[src/rtl/apu_uart_pkg.sv]
// Shared types and constants for the APU serial register loader.
package apu_uart_pkg;

    typedef enum logic [2:0] {
        RX_IDLE,
        RX_START,
        RX_DATA,
        RX_STOP,
        RX_WAIT_HIGH
    } rx_state_t;

    typedef enum logic {
        DEC_EMPTY,
        DEC_HELD
    } dec_state_t;

    localparam int CMD_FLAG_BIT = 7;
    localparam int ADDR_LSB     = 1;
    localparam int DATA_MSB_BIT = 0;

    function automatic int bit_clks(input int clk_hz, input int baud);
        return clk_hz / baud;
    endfunction

endpackage

[src/rtl/apu_uart_loader_rx.sv]
// 8N1 UART receiver: rx synchroniser, start-bit validation, framing check.
module uart_rx
    import apu_uart_pkg::*;
#(
    parameter int BIT_CLKS = 186
) (
    input  logic       clk,
    input  logic       rst_n,
    input  logic       ena,
    input  logic       rx,
    output logic [7:0] rx_byte,
    output logic       byte_vld,
    output logic       frame_err
);
    localparam int CW     = (BIT_CLKS > 1) ? $clog2(BIT_CLKS) : 1;
    localparam int HALF_I = (BIT_CLKS / 2 > 0) ? BIT_CLKS / 2 - 1 : 0;
    localparam logic [CW-1:0] FULL = CW'(BIT_CLKS - 1);
    localparam logic [CW-1:0] HALF = CW'(HALF_I);

    logic            rx_meta, rx_sync, rx_prev;
    rx_state_t       state, state_n;
    logic [CW-1:0]   cnt, cnt_n;
    logic [2:0]      bit_idx, bit_idx_n;
    logic [7:0]      shreg, shreg_n;
    logic            vld_n, ferr_n;

    assign rx_byte = shreg;

    always_comb begin
        state_n   = state;
        cnt_n     = cnt;
        bit_idx_n = bit_idx;
        shreg_n   = shreg;
        vld_n     = 1'b0;
        ferr_n    = 1'b0;
        if (!ena) begin
            state_n   = RX_IDLE;
            cnt_n     = '0;
            bit_idx_n = '0;
        end else begin
            unique case (state)
                RX_IDLE: if (rx_prev && !rx_sync) begin
                    state_n = RX_START;
                    cnt_n   = '0;
                end
                RX_START: if (cnt == HALF) begin
                    // Line back high at mid start bit means a glitch, not a frame
                    cnt_n     = '0;
                    bit_idx_n = '0;
                    state_n   = rx_sync ? RX_IDLE : RX_DATA;
                end else cnt_n = cnt + 1'b1;
                RX_DATA: if (cnt == FULL) begin
                    cnt_n   = '0;
                    shreg_n = {rx_sync, shreg[7:1]};
                    if (bit_idx == 3'd7) state_n = RX_STOP;
                    else bit_idx_n = bit_idx + 1'b1;
                end else cnt_n = cnt + 1'b1;
                RX_STOP: if (cnt == FULL) begin
                    cnt_n = '0;
                    if (rx_sync) begin
                        vld_n   = 1'b1;
                        state_n = RX_IDLE;
                    end else begin
                        ferr_n  = 1'b1;
                        state_n = RX_WAIT_HIGH;
                    end
                end else cnt_n = cnt + 1'b1;
                RX_WAIT_HIGH: if (rx_sync) state_n = RX_IDLE;
                default: state_n = RX_IDLE;
            endcase
        end
    end

    always_ff @(posedge clk or negedge rst_n) begin
        if (!rst_n) begin
            rx_meta   <= 1'b1;
            rx_sync   <= 1'b1;
            rx_prev   <= 1'b1;
            state     <= RX_IDLE;
            cnt       <= '0;
            bit_idx   <= '0;
            shreg     <= '0;
            byte_vld  <= 1'b0;
            frame_err <= 1'b0;
        end else begin
            rx_meta   <= rx;
            rx_sync   <= rx_meta;
            rx_prev   <= rx_sync;
            state     <= state_n;
            cnt       <= cnt_n;
            bit_idx   <= bit_idx_n;
            shreg     <= shreg_n;
            byte_vld  <= vld_n;
            frame_err <= ferr_n;
        end
    end

endmodule

[src/rtl/apu_uart_loader.sv]
// Two-byte UART command decoder writing an APU register file.
// Optional CMD_TIMEOUT_EN drops a held data byte that waits too long for its address byte.
module apu_uart_loader
    import apu_uart_pkg::*;
#(
    parameter int CLK_HZ       = 1_789_773,
    parameter int BAUD         = 9600,
    parameter int ADDR_W       = 5,
    parameter int TIMEOUT_BITS = 40
) (
    input  logic                       clk,
    input  logic                       rst_n,
    input  logic                       ena,
    input  logic                       rx,
    output logic                       wr_stb,
    output logic [ADDR_W-1:0]          wr_addr,
    output logic [7:0]                 wr_data,
    output logic [(2**ADDR_W)*8-1:0]   regs_flat,
    output logic                       frame_err,
    output logic                       cmd_err
);
    localparam int BIT_CLKS = bit_clks(CLK_HZ, BAUD);
    localparam int NUM_REGS = 2**ADDR_W;

    logic [7:0]               rx_byte;
    logic                     byte_vld;
    dec_state_t               state, state_n;
    logic [6:0]               held, held_n;
    logic                     do_wr, err, to_exp;
    logic [5:0]               idx;
    logic [7:0]               wdata;
    logic [NUM_REGS-1:0][7:0] regs;

    uart_rx #(.BIT_CLKS(BIT_CLKS)) u_rx (
        .clk       (clk),
        .rst_n     (rst_n),
        .ena       (ena),
        .rx        (rx),
        .rx_byte   (rx_byte),
        .byte_vld  (byte_vld),
        .frame_err (frame_err)
    );

    assign idx       = rx_byte[6:ADDR_LSB];
    assign wdata     = {rx_byte[DATA_MSB_BIT], held};
    assign regs_flat = regs;

`ifdef CMD_TIMEOUT_EN
    localparam int TO_CLKS = BIT_CLKS * TIMEOUT_BITS;
    localparam int TW      = $clog2(TO_CLKS + 1);
    logic [TW-1:0] to_cnt;

    assign to_exp = (state == DEC_HELD) && (to_cnt == TW'(TO_CLKS - 1));

    always_ff @(posedge clk or negedge rst_n) begin
        if (!rst_n) to_cnt <= '0;
        else if (byte_vld || state != DEC_HELD || to_exp) to_cnt <= '0;
        else to_cnt <= to_cnt + 1'b1;
    end
`else
    assign to_exp = 1'b0;
`endif

    always_comb begin
        state_n = state;
        held_n  = held;
        do_wr   = 1'b0;
        err     = 1'b0;
        if (frame_err) begin
            state_n = DEC_EMPTY;
        end else if (byte_vld) begin
            if (!rx_byte[CMD_FLAG_BIT]) begin
                held_n  = rx_byte[6:0];
                state_n = DEC_HELD;
            end else begin
                state_n = DEC_EMPTY;
                if (state == DEC_HELD && {26'd0, idx} < 32'(NUM_REGS)) do_wr = 1'b1;
                else err = 1'b1;
            end
        end else if (to_exp) begin
            state_n = DEC_EMPTY;
            err     = 1'b1;
        end
    end

    always_ff @(posedge clk or negedge rst_n) begin
        if (!rst_n) begin
            state   <= DEC_EMPTY;
            held    <= '0;
            wr_stb  <= 1'b0;
            wr_addr <= '0;
            wr_data <= '0;
            cmd_err <= 1'b0;
            regs    <= '0;
        end else begin
            state   <= state_n;
            held    <= held_n;
            wr_stb  <= do_wr;
            cmd_err <= err;
            if (do_wr) begin
                wr_addr                 <= idx[ADDR_W-1:0];
                wr_data                 <= wdata;
                regs[idx[ADDR_W-1:0]]   <= wdata;
            end
        end
    end

endmodule
[config.mk]
export PLATFORM = sky130hd
export DESIGN_NAME = apu_uart_loader
export DESIGN_NICKNAME = d
export VERILOG_FILES = /design/src/rtl/apu_uart_pkg.sv /design/src/rtl/apu_uart_loader_rx.sv /design/src/rtl/apu_uart_loader.sv
export SDC_FILE = /design/constraint.sdc
export NUM_CORES = 1
export LEC_CHECK = 0
export CORE_AREA = 2 2 222 224
export DETAILED_ROUTE_END_ITERATION = 6
export DIE_AREA = 0 0 224 226
export PLACE_DENSITY = 0.53
export SLEW_MARGIN = 20
export SYNTH_ARGS = -nofsm -noshare
export SYNTH_HDL_FRONTEND = slang
export SYNTH_SLANG_ARGS = --single-unit
export TNS_END_PERCENT = 10
[constraint.sdc]
create_clock -name clk -period 5.8 [get_ports clk]
set_input_delay 0.87 -clock clk [delete_from_list [all_inputs] [get_ports clk]]
set_output_delay 0.87 -clock clk [all_outputs]
set_load 0.1 [all_outputs]
Word-level counts from Yosys, hierarchy flattened
Index checks and enable logic that the tools add are counted.
{"block": "op_classes", "n_addsub": 2, "magnitude_cmp": 3, "n_eq_ne": 16, "mux": 42, "n_bitwise": 2, "reduce_logical": 12}
{"cell": "256-bit bitwise mux", "count": 1}
{"cell": "8-bit demux with 5-bit select", "count": 1}
{"cell": "8-bit two-way mux", "count": 5}
{"cell": "3-bit two-way mux", "count": 12}
{"cell": "8-bit case mux with 3 select lines", "count": 1}
{"cell": "1-bit two-way mux", "count": 19}
{"cell": "3-bit by 2-bit != test with 1-bit output, second input constant", "count": 6}
{"cell": "3-bit case mux with 5 select lines", "count": 1}
{"cell": "8-bit by 1-bit adder with 8-bit output, second input constant", "count": 1}
{"cell": "8-bit by 7-bit equality test with 1-bit output, second input constant", "count": 1}
{"cell": "8-bit equality test, second input constant", "count": 1}
{"cell": "3-bit by 2-bit equality test with 1-bit output, second input constant", "count": 2}
{"cell": "3-bit equality test, second input constant", "count": 2}
{"cell": "5-bit by 6-bit less-than comparator with 1-bit output, second input constant", "count": 1}
{"cell": "6-bit less-than comparator, second input constant", "count": 1}
{"cell": "3-bit case mux with 2 select lines", "count": 1}
{"cell": "3-bit AND reduction", "count": 2}
{"cell": "6-bit AND reduction", "count": 1}
{"cell": "5-bit by 1-bit greater-or-equal comparator with 1-bit output, second input constant", "count": 1}
{"cell": "4-bit by 2-bit != test with 1-bit output, second input constant", "count": 1}
{"cell": "4-bit AND reduction", "count": 1}
{"cell": "3-bit by 1-bit adder with 3-bit output, second input constant", "count": 1}
{"cell": "3-bit by 1-bit equality test with 1-bit output, second input constant", "count": 1}
{"cell": "1-bit logical AND", "count": 3}
{"cell": "9 further kinds", "count": 10}
{"block": "word_totals", "regBits": 306, "out_inout_bits": 272, "wordCells": 124}

Logic depth before layout (Yosys ltp)
Gate-level depths: netlist of the first run.
{"block": "depth", "depth_word": 6, "ltp_mapped": 7}

Modules after synthesis
From an unflattened synthesis of the first run, not the netlist that was laid out.
{"block": "unflattened", "hier_cells": 786, "area_unflattened_um2": 12334.3}
{"mod": "apu_uart_loader", "instances": 1, "cells_each": 649, "area_per_inst_um2": 10869.2, "seq_area_each_um2": 6981.7}
{"mod": "uart_rx", "instances": 1, "cells_each": 137, "area_per_inst_um2": 1465.2, "seq_area_each_um2": 679.4}

Least setup slack after synthesis of the first run
Ideal clock, no wire load.
{"block": "synth_timing", "kind": "register to register", "start": "reg u_rx.frame_err", "end": "reg regs (netlist bit regs_flat[168])", "setup_time_ns": 0.125, "arrival_ns": 2.557, "required_time_ns": 5.675, "setup_slack_ns": 3.118, "path_stages_with_launch": 6, "path_buffers": 0, "period_less_slack_ns": 2.682, "cell_sequence": "dfrtp_1 nand3b_1 nor3b_4 nand4_4 nor3_4 mux2_2"}
{"block": "synth_between", "elab_chain_len": 1}
{"item": "start: declaration", "line": "apu_uart_loader_rx.sv:13", "text": "output logic frame_err"}
{"item": "start signal: assignment", "line": "apu_uart_loader_rx.sv:94", "text": "frame_err <= ferr_n;"}
{"item": "1-bit two-way mux", "line": "apu_uart_loader.sv:69", "text": "if (frame_err) begin"}
{"item": "end signal: indexed assignment", "line": "apu_uart_loader.sv:103", "text": "regs[idx[ADDR_W-1:0]] <= wdata;"}
{"item": "end: declaration", "line": "apu_uart_loader.sv:32", "text": "logic [NUM_REGS-1:0][7:0] regs;"}
No other way between the ends.
A chain may end at the register's enable or synchronous reset.

Worst setup path in the final report of the first run
{"block": "layout_timing", "start": "reg u_rx.frame_err", "end": "out frame_err"}
{"item": "end: declaration", "line": "apu_uart_loader.sv:19", "text": "output logic frame_err,"}
No word-level cell between the ends.

==> metrics.md, run 1 <==
| Metric | Value |
|---|---|
| Status | `finished, final reports clean` |
| Async S/R FF share, synth | `100%` |
| Top Ports | `276` |
| Setup crit end kind | `output port` |
| Netlist Area Pre-Place | `12000 µm²` |
| Tightest Hold Check Type | `input port to async pin` |
| Startpoint Class | `register` |
| First-pass DRT Iterations | `4` |
| Unrepaired setup endpoints after global routing | `no` |
| Final setup fails | `0` |
| Top delay family on crit path | `buffers and inverters` |
| Synth Warn # | `0` |
| Overflow after GRT | `0` |
| Syn Nets | `780` |
| Setup bufs post-CTS | `0` |
| Number of synthesized flops with an enable pin | `0` |
| Fill count | `roughly 4.8k` |
| TritonCTS clock tree | `done` |
| Final non-filler cell total | `1692` |
| Aggregate negative setup slack | `0 ns` |
| Vias in the first global route | `7805` |
| Total power per unit cell area | `272 nW/µm²` |
| Number of buffers created by CTS | `37` |
| Max Transition Viols Final | `0` |
| Die Wd | `between 200 and 250 µm` |
| Clock slew at reported path FFs | `roughly 0.06 ns` |
| Register area share after synthesis | `63.9%` |
| Post-route ant nets | `0` |
| Crit path arrival time | `2.16 ns` |
| ANT cells | `0` |
| H-Tree Depth | `2` |
| Wire per inst | `21.2 µm` |
| Period utilization | `52.2%` |
| Crit path from | `u_rx.frame_err` |
| Crit path largest cell delay | `1.21 ns` |
| Buffers and inverters on the worst path | `1` |
| Syn_area_per_cell | `approximately 16 µm²` |
| Total of max-cap violations | `0` |
| Reg2Reg Launch Point | `u_rx.frame_err` |
| P_leak | `7.62 nW` |
| IO Port Bufs | `275` |
| Hold Vio Cnt, Final | `0` |
| Setup Skew | `0.0158 ns` |
| Ys flop type | `dfrtp_1` |
| Maximum VDD drop | `155 µV` |
| Final min period | `3.03 ns` |
| Initial antenna violation count | `2` |
| Hold Buf Count CTS | `0` |
| Max Fanout on Critical Path | `4` |
| Final net count | `1057` |
| Gr usage total | `14.2%` |
| Layout area overhead | `38.2%` |
| Clk root buf | `clkbuf_16` |
| Clock latency on the worst-skew pair | `0.55 ns` |
| #FFs+latches synth | `between 300 and 400` |
| Initial core utilization | `24.8%` |
| Routed wire length | `around 36000 µm` |
| Vias per cell | `approximately 4.4` |
| Largest net degree at the start of global routing | `150` |
| Commonest non-fill, non-tap cells in the layout | `295 x dfrtp_1, 286 x mux2_2, 273 x clkdlybuf4s50_1` |
| Clock sink total | `306` |
| DP Cell Count | `1631` |
| Via count | `approximately 7.4k` |
| Residual DRC | `0` |
| Hpwl dp | `approximately 23000 µm` |
| WP data required | `~4.9 ns` |
| Slew margin rel. | `26.0%` |
| Crit path cell chain | `clkdlybuf4s50_1` |
| Post-CTS Resized | `0` |
| Row count | `81` |
| Layout cells sized above 1 | `36.3%` |
| Longest Clk Path Bufs | `3` |
| Critical path's slowest cell | `clkdlybuf4s50_1` |
| DIE HEIGHT | `226 µm` |
| Initial drt markers | `about 430` |
| First-pass GRT wire length | `53300 µm` |
| Core area | `48300 µm²` |
| Slew @ Worst Pin | `1.11 ns` |
| RePlAce Congestion | `roughly 0.73` |
| Synth Instances | `771` |
| CP Class | `register to output port` |
| Cell variety after synth | `38` |
| Commonest non-fill, non-tap cell in the layout | `dfrtp_1` |
| Achievable frequency | `0.330 GHz` |
| Total die area | `50600 µm²` |
[metrics by stage]
step	setup WS [ns]	utilization [%]	hold slack (ns)	power, mW	instance area (µm²)
after global placement	2.72	31.9	0.346	2.36	15400
final	2.77	34.3	0.246	4.51	16600
after global routing	2.68	34.3	0.241	4.71	16600
after detailed placement	3.03	31.9	0.348	2.36	15400
after CTS	2.71	34.3	0.225	4.61	16600
after floorplan	3.12	-	0.345	2.29	12000
[layout make-up]
| type | instances | area, µm² | share of cell area, % |
|---|---|---|---|
| clock buffer | 50 | 1040 | 6.31 |
| clock inverter | 11 | 92.6 | 0.559 |
| inverter | 8 | 30.0 | 0.181 |
| multi-input combinational | 416 | 4150 | 25.1 |
| sequential | 306 | 7670 | 46.3 |
| tap | 622 | 778 | 4.70 |
| timing repair buffer | 279 | 2800 | 16.9 |
[path summary, 6_finish.rpt]
kind | depth (start not counted) | to | slack, ns
min in group clk | 0 | u_rx.rx_sync | 0.36
setup reg to reg | 5 | regs_flat[83] | 3.03
max in group asynchronous | 2 | held[5] | 4.27
hold reg to reg | 0 | u_rx.rx_sync | 0.36
hold / removal | 1 | regs_flat[193] | 0.25
setup / recovery | 1 | frame_err | 2.77
[power by group]
group          switching, mW  total [mW]  internal [mW]  leakage [nW]
Sequential            0.0194        2.17           2.15          4.25
Combinational          0.104       0.154         0.0496          2.82
Clock                  0.924        2.19           1.26         0.552
[routing by layer]
metal	GRT usage (%)	up-vias	part of all wire (%)
li1	-	3291	-
met1	18.5	3847	44
met2	22.6	223	46
met3	4.44	59	7.3
met4	4.73	0	2.9
met5	0	-	0
[cells by family after synthesis]
family,count (synthesis),synth area share [%]
AND/OR/NAND/NOR,94,5.31
adder cells (fa/ha/maj),5,0.522
buffers and inverters,49,1.58
AO/OA/AOI/OAI,28,1.60
XOR/XNOR,1,0.0731
multiplexers,288,27.0
flip-flops,306,63.9
[registers in the layout (all words and copies together), names as in the netlist]
register and count:
u_rx.byte_vld 1, u_rx.rx_sync 1, u_rx.bit_idx 3, wr_stb 1, u_rx.rx_meta 1, held 7
u_rx.cnt 8, state 1, u_rx.frame_err 1, u_rx.state 3, u_rx.rx_prev 1, wr_addr 5
cmd_err 1, u_rx.rx_byte 8, regs_flat 256, wr_data 8
[cells in the mapped netlist (4+ instances only)]
library cell	instances	share of area, %
dfrtp_1	303	63
mux2_2	286	27
clkbuf_1	37	1.2
nand2_1	15	0.47
nand3_1	13	0.54
nor2_2	12	0.63
nor2_1	10	0.31
o21ai_0	10	0.42
a22o_1	8	0.58
inv_1	8	0.25
nand2b_1	8	0.42
ha_1	5	0.52
nor2b_1	5	0.26
or2_2	5	0.26
buf_2	4	0.17
nand4_1	4	0.21
nor3_4	4	0.54
(Power assumes the default switching activity.)
==> run 2, diff against run 1 <==
==> constraint.sdc (replaced) <==
create_clock -name clk -period 3.01 [get_ports clk]
set_input_delay 0.4515 -clock clk [delete_from_list [all_inputs] [get_ports clk]]
set_output_delay 0.4515 -clock clk [all_outputs]
set_load 0.1 [all_outputs]
==> run 2 against run 1 <==
Critical path depth increased by 4. Clock-buffer cell count grew 1. Hold slack gained 0.075 ns. Routed wire length shrank 1.8%. Largest cell class unchanged. Total power grew 100%. Sequential share of layout area rose by 1.1 points. Via count is 1.1% higher. Global-route usage shrank 0.22 points. Critical path type is now register to register. First-iteration DRC count down 37%.
==> metrics.md, run 2 (synthesis results as in run 1) <==
| Metric | Value |
|---|---|
| Total power per unit cell area | `569 nW/µm² (+110%)` |
| Clock sink total | `306 (unchanged)` |
| Initial core utilization | `24.8% (unchanged)` |
| Initial antenna violation count | `0 (-2)` |
| Setup bufs post-CTS | `0 (unchanged)` |
| CP Class | `register to register` |
| Residual DRC | `0 (unchanged)` |
| DIE HEIGHT | `226 µm (unchanged)` |
| Commonest non-fill, non-tap cell in the layout | `dfrtp_1` |
| Final Instance Area | `16200 µm² (-2.4%)` |
| First-pass GRT wire length | `52800 µm (-1.0%)` |
| Commonest non-fill, non-tap cells in the layout | `295 x dfrtp_1, 286 x mux2_2, 282 x buf_4` |
| Largest register FFs | `256 (unchanged)` |
| Period utilization | `~84%` |
| Max Transition Viols Final | `0 (unchanged)` |
| Hold_sp | `rx` |
| Hold Path Sink | `u_rx.rx_meta` |
| Crit path arrival time | `2.96 ns (+0.80 ns)` |
| ANT cells | `0 (unchanged)` |
| Clock latency on the worst-skew pair | `0.54 ns (about the same)` |
| Via count | `7503 (+1.1%)` |
| RePlAce Congestion | `0.738 (+0.37%)` |
| Worst hold path depth | `1` |
| IO Port Bufs | `275 (unchanged)` |
| Clock slew at reported path FFs | `0.06 ns (about the same)` |
| H-Tree Depth | `2 (unchanged)` |
| Slew margin rel. | `30.4% (+4.4 points)` |
| Number of buffers created by CTS | `38 (+2.7%)` |
| Total of max-cap violations | `0 (unchanged)` |
| Top Ports | `276 (unchanged)` |
| Longest Clk Path Bufs | `3 (unchanged)` |
| Achievable frequency | `0.394 GHz` |
| Final setup fails | `0 (unchanged)` |
| R2r setup slk | `0.47 ns (-2.56 ns)` |
| Setup Skew | `0.00950 ns (-0.00629 ns)` |
| Final Worst Setup Slack | `0.469 ns (-2.30 ns)` |
| Hold Vio Cnt, Final | `0 (unchanged)` |
| Row count | `81 (unchanged)` |
| Aggregate negative setup slack | `0 ns (unchanged)` |
| Layout cells sized above 1 | `62.1% (+26 points)` |
| Layout area overhead | `34.8%` |
| RR Endpoint | `regs_flat[168]` |
| Die Wd | `224 µm (unchanged)` |
| Maximum VDD drop | `328 µV (+110%)` |
| Vias per cell | `4.39 (about the same)` |
| WP data required | `3.43 ns (-1.50 ns)` |
| P_leak | `8.34 nW (+9.4%)` |
| Gr usage total | `14.0% (-0.22 points)` |
| Largest net degree at the start of global routing | `67 (-55%)` |
| First-pass DRT Iterations | `4 (unchanged)` |
| Tightest Hold Check Type | `input port to register` |
| Final net count | `1069 (+1.1%)` |
| Max Fanout on Critical Path | `8 (+4)` |
| Vias in the first global route | `7799 (-0.077%)` |
| Hpwl dp | `23000 µm (-0.31%)` |
| Wire per inst | `20.6 µm (-2.9%)` |
| Routed wire length | `35300 µm (-1.8%)` |
| TritonCTS clock tree | `done` |
| Core area | `48300 µm² (unchanged)` |
| Final min period | `2.54 ns` |
| Total die area | `50600 µm² (unchanged)` |
| Startpoint Class | `register` |
| Overflow after GRT | `0 (unchanged)` |
| Post-place instance area | `14900 µm² (-3.8%)` |
| Slew @ Worst Pin | `1.04 ns (-0.0628 ns)` |
| Setup crit end kind | `register` |
| Worst R2R Path Depth | `5 (unchanged)` |
| Unrepaired setup endpoints after global routing | `no` |
| Clk root buf | `clkbuf_16` |
| Reg2Reg Launch Point | `u_rx.frame_err` |
| Fill count | `4726 (-0.53%)` |
| Post-route ant nets | `0 (unchanged)` |
| Status | `finished, final reports clean` |
| Pre-CTS WS | `0.463 ns (-2.56 ns)` |
| Initial drt markers | `272 (-37%)` |
==> run 2: what timing repair did <==
action	CTS	global route
hold endpoints to repair	56	0
hold buffers	1	0
gates resized for setup	0	0
==> run 2: layout make-up <==
class / instances / area [µm²] / area share (%)
clock inverters: 18 / 201 / 1.25
flip-flops and latches: 306 / 7670 / 47.4
repair buffers: 290 / 2240 / 13.9
well taps: 622 / 778 / 4.81
clock buffers: 51 / 1100 / 6.83
multi-input cells: 416 / 4140 / 25.6
inverters: 8 / 30.0 / 0.186
==> run 2: worst max-delay path by stage <==
stage	depth (start not counted)	start	to
2_1_floorplan	5	u_rx.frame_err	regs_flat[168]
3_3_place_gp	5	u_rx.frame_err	regs_flat[159]
3_5_place_dp	5	u_rx.frame_err	regs_flat[29]
4_1_cts	5	u_rx.frame_err	regs_flat[159]
5_1_grt	5	u_rx.frame_err	regs_flat[153]
6_report	5	u_rx.frame_err	regs_flat[168]
==> run 2: layer usage <==
layer	part of all wire, %	up-vias	routed length (µm)	global-route usage (%)
li1	-	3326	-	-
met5	0	-	0	0
met1	45	3929	15900	18.5
met4	2.6	0	928	4.90
met2	47	202	16500	22.5
met3	5.5	46	1930	3.38
==> run 2: stage by stage <==
stage               power (mW)  util [%]  hold WS, ns  instances
floorplan                 4.41         -        0.156        771
global route              9.59      33.4        0.290       1711
finish                    9.20      33.4        0.321       1711
CTS                       9.37      33.4        0.274       1711
global placement          4.57      30.7        0.350       1641
detailed placement        4.57      30.7        0.351       1641
==> run 2: critical path, cell delays in order (launching register included) <==
cell	delay (ns)
dfrtp_1	0.39
nand3b_1	0.26
nor3b_4	0.62
nand4_4	0.26
nor3_4	0.48
mux2_2	0.40
==> run 2: power by group <==
group / leakage (nW) / internal (mW) / switching [mW]
Combinational: 3.45 / 0.109 / 0.198
Clock: 0.642 / 2.92 / 1.79
Sequential: 4.25 / 4.14 / 0.0369
Total: 8.34 / 7.17 / 2.03
==> run 3, diff against run 2 <==
--- a/config.mk
+++ b/config.mk
@@ -8,7 +8,7 @@
 export CORE_AREA = 2 2 222 224
 export DETAILED_ROUTE_END_ITERATION = 6
 export DIE_AREA = 0 0 224 226
-export PLACE_DENSITY = 0.53
+export PLACE_DENSITY = 0.55
 export SLEW_MARGIN = 20
 export SYNTH_ARGS = -nofsm -noshare
 export SYNTH_HDL_FRONTEND = slang
==> constraint.sdc (replaced) <==
create_clock -name clk -period 2.3 [get_ports clk]
set_input_delay 0.345 -clock clk [delete_from_list [all_inputs] [get_ports clk]]
set_output_delay 0.345 -clock clk [all_outputs]
set_load 0.1 [all_outputs]
==> run 3 against run 2 <==
Clock power is 30% higher. Clock skew up 0.0055 ns. Total power grew 31%. Largest cell class unchanged. Final cell count increased by 2.2%. Hold slack lost 0.095 ns. Combinational power up 40%. Via count grew 2.1%. Maximum frequency up 15%. First-iteration DRC count up 36%. Non-clock buffer count is 40 higher.
==> metrics.md, run 3 (synthesis results as in run 1) <==
| Metric | Value |
|---|---|
| Total of max-cap violations | `0 (unchanged)` |
| Largest register FFs | `256 (unchanged)` |
| Via count | `7661 (+2.1%)` |
| DIE HEIGHT | `226 µm (unchanged)` |
| Final setup fails | `0 (unchanged)` |
| Vias per cell | `4.38 (-0.11%)` |
| Fraction of power consumed by sequential logic | `45.4% (about the same)` |
| DP Cell Count | `1679 (+2.3%)` |
| Fill count | `4753 (+0.57%)` |
| Layout cells sized above 1 | `63.4% (+1.3 points)` |
| H-Tree Depth | `2 (unchanged)` |
| Sw Ratio | `22.0% (-0.023 points)` |
| Net Sw Power | `2.65 mW (+31%)` |
| IO Port Bufs | `275 (unchanged)` |
| Aggregate negative setup slack | `0 ns (unchanged)` |
| Final net count | `1108 (+3.6%)` |
| Clock slew at reported path FFs | `0.06 ns (about the same)` |
| Final non-filler cell total | `1749 (+2.2%)` |
| Logic gate share of total power | `3.6% (+0.3 points)` |
| Routed wire length | `35500 µm (+0.58%)` |
| Hold Vio Cnt, Final | `0 (unchanged)` |
| Period utilization | `96.1% (+12 points)` |
| Total power per unit cell area | `726 nW/µm² (+28%)` |
| Initial core utilization | `24.8% (unchanged)` |
| Hpwl dp | `23100 µm (+0.46%)` |
| Layout area overhead | `38.3%` |
| First-pass GRT wire length | `52600 µm (-0.37%)` |
| Clock sink total | `306 (unchanged)` |
| Row count | `81 (unchanged)` |
| WP data required | `2.71 ns (-0.72 ns)` |
| Tightest Hold Check Type | `input port to register` |
| Residual DRC | `0 (unchanged)` |
| Wire per inst | `20.3 µm (-1.6%)` |
| Post-route ant nets | `0 (unchanged)` |
| Post-place instance area | `15300 µm² (+2.8%)` |
| CP Class | `register to register` |
| Final min period | `2.21 ns (-0.331 ns)` |
| Gr usage total | `14.0% (-0.056 points)` |
| Status | `finished, final reports clean` |
| Clk pwr share | `51.0% (-0.2 points)` |
| Number of buffers created by CTS | `37 (-2.6%)` |
| Core area | `48300 µm² (unchanged)` |
| Clock latency on the worst-skew pair | `0.54 ns (about the same)` |
| Largest net degree at the start of global routing | `80 (+19%)` |
| Startpoint Class | `register` |
| Maximum VDD drop | `490 µV (+49%)` |
| Setup Skew | `0.0150 ns (+0.00552 ns)` |
| Crit path arrival time | `2.62 ns (-0.34 ns)` |
| Clk root buf | `clkbuf_16` |
| Pre-CTS WS | `-0.0164 ns (-0.479 ns)` |
| Max Transition Viols Final | `0 (unchanged)` |
| Initial drt markers | `371 (+36%)` |
| Commonest non-fill, non-tap cells in the layout | `312 x buf_4, 294 x dfrtp_1, 286 x mux2_2` |
| Final Instance Area | `16600 µm² (+2.6%)` |
| TritonCTS clock tree | `done` |
| Initial antenna violation count | `2 (+2)` |
| Top Ports | `276 (unchanged)` |
| Final Worst Setup Slack | `0.0900 ns (-0.379 ns)` |
| Total die area | `50600 µm² (unchanged)` |
| Longest Clk Path Bufs | `3 (unchanged)` |
| Overflow after GRT | `0 (unchanged)` |
| Setup crit end kind | `register` |
| Die Wd | `224 µm (unchanged)` |
| Vias in the first global route | `8019 (+2.8%)` |
| Slew @ Worst Pin | `1.05 ns (+0.00287 ns)` |
| RePlAce Congestion | `0.730 (-0.96%)` |
| Slew margin rel. | `30.2% (-0.19 points)` |
| First-pass DRT Iterations | `4 (unchanged)` |
| Final core utilization | `34.3% (+0.87 points)` |
| Max Fanout on Critical Path | `18 (+10)` |
| Commonest non-fill, non-tap cell in the layout | `buf_4` |
| P_leak | `8.54 nW (+2.5%)` |
| Multi-input logic area | `4150 µm² (+0.24%)` |
| Achievable frequency | `0.452 GHz (+15%)` |
| Storage element area | `7670 µm² (about the same)` |
| Pint | `9.39 mW (+31%)` |
| Unrepaired setup endpoints after global routing | `no` |
## run 3: routing by layer
metal	GRT usage (%)	part of all wire, %	vias to the layer above
met5	0	0	-
met4	4.65	2.4	0
met3	3.16	5.5	56
met2	23.3	48	196
met1	17.9	44	3997
li1	-	-	3412
## run 3: through the flow
step,hold slack [ns],power [mW]
after floorplan,0.0494,5.77
after global placement,0.301,5.99
after detailed placement,0.303,5.99
after CTS,0.189,12.3
after global routing,0.205,12.6
final,0.226,12.0
## run 3: cell type report
| class | instances | share of cell area (%) |
|---|---|---|
| clock inverter | 11 | 1.01 |
| clock buffer | 55 | 6.73 |
| tap | 622 | 4.69 |
| multi-input combinational | 416 | 25.0 |
| inverter | 8 | 0.181 |
| timing repair buffer | 330 | 16.1 |
| antenna | 1 | 0.0151 |
| sequential | 306 | 46.3 |
## run 3: critical path, stage by stage, from the launching register on
cell and delay (ns):
dfrtp_4 0.49, nand3b_1 0.26, nor3b_4 0.25, buf_12 0.21, nand4_4 0.17, nor3_4 0.14, buf_4 0.20, mux2_2 0.35
## run 3: final timing paths
kind                           startpoint             end  slack, ns  cells after the start
setup / recovery           u_rx.frame_err  regs_flat[175]       0.09                      7
hold / removal                         rx    u_rx.rx_meta       0.23                      1
setup reg to reg           u_rx.frame_err  regs_flat[175]       0.09                      7
hold reg to reg              u_rx.rx_meta    u_rx.rx_sync       0.36                      0
max in group asynchronous           rst_n   regs_flat[85]       1.17                      3
min in group asynchronous           rst_n  regs_flat[221]       0.31                      2
## run 3: power by group through the flow
| stage | logic (mW) | registers, mW | clock network, mW |
|---|---|---|---|
| after detailed placement | 0.427 | 5.57 | 0 |
| final | 0.429 | 5.47 | 6.14 |
| after global placement | 0.421 | 5.57 | 0 |
| after global routing | 0.493 | 5.48 | 6.60 |
| after CTS | 0.430 | 5.47 | 6.41 |
| after floorplan | 0.217 | 5.55 | 0 |
## run 3: timing repair
item,4_1_cts,5_1_grt
hold endpoints to repair,44,0
endpoints found under the setup margin,8,19
hold buffers,1,0
buffers inserted,2,0
gates resized for setup,0,2
pin swaps,1,0
